## src/rtl/product_bcd_converter.sv

```systemverilog
// -----------------------------------------------------------------------------
// product_bcd_converter
//   Converts the unsigned product of the 4x4 multiplier into packed BCD for the
//   seven-segment display driver. It uses sequential double-dabble (shift-add-3)
//   and processes one input bit per clock. The result register is held stable
//   between conversions, so the display stage can sample it at any time.
//
// Ports
//   clk   : single clock, all state changes on the rising edge
//   rst   : synchronous, active-high reset (aborts a conversion, no done pulse)
//   start : conversion request, only looked at while idle
//   bin   : unsigned binary value to convert (captured on the accepted start)
//   busy  : high while a conversion is in progress
//   done  : one-cycle pulse, bcd has just been loaded with a new result
//   bcd   : packed BCD, [3:0]=ones, [7:4]=tens, [11:8]=hundreds
// -----------------------------------------------------------------------------
module product_bcd_converter #(
  parameter int WIDTH  = 8,
  parameter int DIGITS = 3
) (
  input  logic                  clk,
  input  logic                  rst,
  input  logic                  start,
  input  logic [WIDTH-1:0]      bin,
  output logic                  busy,
  output logic                  done,
  output logic [4*DIGITS-1:0]   bcd
);

  localparam int BW = 4 * DIGITS;
  localparam int CW = $clog2(WIDTH + 1);

  typedef enum logic [0:0] {
    IDLE  = 1'b0,
    SHIFT = 1'b1
  } state_t;

  // Add 3 to each digit that is 5 or more. After the following left shift,
  // that digit then carries correctly into the next decade.
  function automatic logic [BW-1:0] add3(input logic [BW-1:0] s);
    logic [BW-1:0] r;
    r = s;
    for (int d = 0; d < DIGITS; d++) begin
      if (s[4*d +: 4] >= 4'd5) begin
        r[4*d +: 4] = s[4*d +: 4] + 4'd3;
      end else begin
        r[4*d +: 4] = s[4*d +: 4];
      end
    end
    return r;
  endfunction

  state_t           state_q, state_d;
  logic [WIDTH-1:0] bin_q,   bin_d;
  logic [BW-1:0]    scr_q,   scr_d;
  logic [CW-1:0]    cnt_q,   cnt_d;
  logic [BW-1:0]    bcd_q,   bcd_d;
  logic             done_q,  done_d;
  logic [BW-1:0]    adj_s;
  logic [BW-1:0]    shifted_s;

  // Adjusted scratch shifted left, taking in the MSB of the remaining binary bits.
  always_comb begin
    adj_s     = add3(scr_q);
    shifted_s = {adj_s[BW-2:0], bin_q[WIDTH-1]};
  end

  // Next-state and datapath control for the IDLE/SHIFT sequencer.
  always_comb begin
    state_d = state_q;
    bin_d   = bin_q;
    scr_d   = scr_q;
    cnt_d   = cnt_q;
    bcd_d   = bcd_q;
    done_d  = 1'b0;
    case (state_q)
      IDLE: begin
        if (start) begin
          bin_d   = bin;
          scr_d   = {BW{1'b0}};
          cnt_d   = CW'(WIDTH);
          state_d = SHIFT;
        end else begin
          state_d = IDLE;
        end
      end
      SHIFT: begin
        scr_d = shifted_s;
        bin_d = {bin_q[WIDTH-2:0], 1'b0};
        cnt_d = cnt_q - CW'(1);
        // The last bit is being shifted in on this edge, so publish the result.
        if (cnt_q == CW'(1)) begin
          bcd_d   = shifted_s;
          done_d  = 1'b1;
          state_d = IDLE;
        end else begin
          state_d = SHIFT;
        end
      end
      default: begin
        state_d = IDLE;
      end
    endcase
  end

  // State and datapath registers with synchronous reset.
  always_ff @(posedge clk) begin
    if (rst) begin
      state_q <= IDLE;
      bin_q   <= {WIDTH{1'b0}};
      scr_q   <= {BW{1'b0}};
      cnt_q   <= {CW{1'b0}};
      bcd_q   <= {BW{1'b0}};
      done_q  <= 1'b0;
    end else begin
      state_q <= state_d;
      bin_q   <= bin_d;
      scr_q   <= scr_d;
      cnt_q   <= cnt_d;
      bcd_q   <= bcd_d;
      done_q  <= done_d;
    end
  end

  assign busy = (state_q == SHIFT);
  assign done = done_q;
  assign bcd  = bcd_q;

endmodule
```

## config.mk

```make
export PLATFORM = sky130hd
export DESIGN_NAME = product_bcd_converter
export DESIGN_NICKNAME = d
export VERILOG_FILES = /design/src/rtl/product_bcd_converter.sv
export SDC_FILE = /design/constraint.sdc
export NUM_CORES = 1
export LEC_CHECK = 0
export CORE_MARGIN = 4
export CORE_UTILIZATION = 53
export DETAILED_ROUTE_END_ITERATION = 7
export PLACE_DENSITY = 0.9
export SYNTH_ARGS = -nofsm -noshare
export SYNTH_HDL_FRONTEND = slang
export SYNTH_SLANG_ARGS = --single-unit
```

## constraint.sdc

```tcl
create_clock -name clk -period 1.5 [get_ports clk]
set_input_delay 0.225 -clock clk [delete_from_list [all_inputs] [get_ports clk]]
set_output_delay 0.225 -clock clk [all_outputs]
set_load 0.1 [all_outputs]
```

==> metrics <==
outcome=finished clean; FILL cells=214; Commonest cells post-synth=38 x dfxtp_1, 22 x nor2_1, 17 x a21oi_1, 11 x mux2i_1, 10 x o21ai_0; GRT overflow=0; die height=64.6 µm; GRT met2 Usage=30.7%; Global Route Usage Sum=17.7%; Cells after Synth=180; multi-input combinational cell area=868 µm²; min cycle time layout=1440 ps; I/O Buffers=24; leak pwr=0.000913 µW; post-route insts no fill=263; first-pass GRT wire length=5930 µm; Worst Max-Slew Pin Slew=318 ps; largest net degree at the start of global routing=30; vias post-DR=1435; worst hold path class=reg -> reg; syn_nets=199; synth top area cells=dfxtp_1 45%, mux2i_1 6.5%, ha_1 5.9%; Max Fanout on Critical Path=3; Die X=64.6 µm; H-tree level count=2; first-pass iteration count of the detailed router=4; Max Slew Vio Count=0; Post-synth top flop=dfxtp_1; Slew HR=78.8%; busiest metal layer after global routing=met2; Unique masters post-synth=30; max-capacitance violation count=0; syn_area_per_cell=9.43 µm²; Hold Buf Count CTS=0; Post-Route WL=3520 µm; WL per Instance=13.4 µm; initial antenna violation count=0; met3 Use GR=3.12%; CP startpoint kind=flop; Post-Syn Area=0.00170 mm²; die area=0.00417 mm²; crit end category=flop; Hold Path Depth=2; Antenna Nets Post-Route=0; Vias/cell=5.46; #FFs+latches synth=38; GPL Wtd Cong=0.810; area leader, netlist=dfxtp_1; register area share after synthesis=44.8%; M1 GR Usage=21.4%; top cell type's share of synthesized area=44.8%; total power divided by cell area=849 mW/mm²; Post-synth EDFFs=0; standard-cell rows=20; I/O pins=25; Nets=237; register area=772 µm²; WP data arrival=1720 ps; CTS tree=yes; Peak supply drop=0.707 mV; Residual DRC=0; Layout area overhead=36.6%; final hold viol count=0; vias in the first global route=1398; layout cells sized above 1=26.0%; fin crit share=96.0%; starting density of the core=55.6%; CP required=1780 ps; ant diodes=0; highest clock rate=694 MHz; ys async rst share=0%; Synth warnings=0; DR iter-0 viols=46; Setup Crit Path Kind=reg -> reg; Fin Clk Skew=13.6 ps; CTS clock-pin slew for the worst setup and hold paths=120 ps; Design Power=1970 µW; Placeable Area=0.00305 mm²; Root Driver=clkbuf_4; Skew-Pair Late Insertion Delay=340 ps; cts bufs inserted=5; DP Cell Count=253; dpl hpwl=2390 µm; # setup viols final=0; clk buf depth=2; worst-case reg-to-reg path depth=6; most common cell in the netlist=dfxtp_1; clock sink count=38
==> layout by cell type (no fill, tap or decap), types with 3 or more instances in the layout <==
cell              n
a21oi_1          17
a22o_1            5
a32o_1            4
buf_12           14
buf_4            14
clkbuf_4          5
clkdlybuf4s50_1  10
dfxtp_1          31
dfxtp_2           6
ha_1              8
inv_1             7
inv_2             3
mux2i_1           9
nand2b_1          6
nand3_1           7
nor2_1           21
nor3_1            7
nor3b_1           5
o21ai_0           9
o2bb2ai_1         5
xnor2_1           3
==> layout make-up <==
type	instances	share of cell area [%]
flip-flops and latches	38	33.3
multi-input cells	123	37.5
inverters	10	1.62
well taps	44	2.37
clock buffers	5	1.62
clock inverters	3	1.73
repair buffers	40	21.9
==> worst paths after layout <==
path | from | to | slack, ps
max | scr_q[9] | scr_q[10] | 60
min | scr_q[9] | scr_q[9] | 480
max reg2reg | scr_q[9] | scr_q[10] | 60
min reg2reg | scr_q[9] | scr_q[9] | 480
==> kinds of logic after synthesis <==
family | after synthesis | synth area share [%]
compound gates | 49 | 19.5
xor+xnor | 3 | 1.55
fa+ha+maj | 8 | 5.90
buf+inv | 19 | 6.04
flops | 38 | 44.8
mux | 12 | 7.15
simple gates | 51 | 15.0
==> where the power goes <==
| part | switching [µW] | internal (µW) | total (µW) | leakage, µW |
|---|---|---|---|---|
| registers | 20.4 | 1040 | 1060 | 0.000312 |
| clock network | 333 | 345 | 678 | 0.0000450 |
| logic | 130 | 105 | 234 | 0.000556 |
==> through the flow <==
stage	instance area (µm²)	utilization (%)	setup TNS, ps	worst slack, ps	hold slack (ps)
after floorplan	1700	-	0	111	406
after global placement	2180	71.3	-594	-84.7	469
after detailed placement	2180	71.3	-1010	-124	471
after CTS	2260	73.9	0	5.42	488
after global routing	2320	75.9	-53.1	-27.7	530
final	2320	75.9	0	60.1	482
==> sequential cells by signal, summed over array words and instances, names as in the netlist <==
name	count
scr_q	12
cnt_q	4
bin_q	8
done	1
busy	1
bcd	12
==> metal layers <==
layer	routed length, µm	share of wire (%)	vias to the layer above
met3	94	2.7	7
met5	0	0	-
li1	-	-	718
met1	1590	45	681
met2	1780	51	29
met4	56	1.6	0
==> worst max-delay path, stage by stage, from the launching register on <==
cell and delay (ps):
dfxtp_2 350, inv_1 60, ha_1 180, nand2b_1 150
a21oi_2 140, mux2_2 370, o21ai_1 130
==> repair_timing <==
item	in CTS	in global routing
buffers inserted	0	2
setup endpoints to repair	12	17
gates resized for setup	1	16
pin swaps	0	4
No activity file was read; power rests on OpenSTA's default activity.
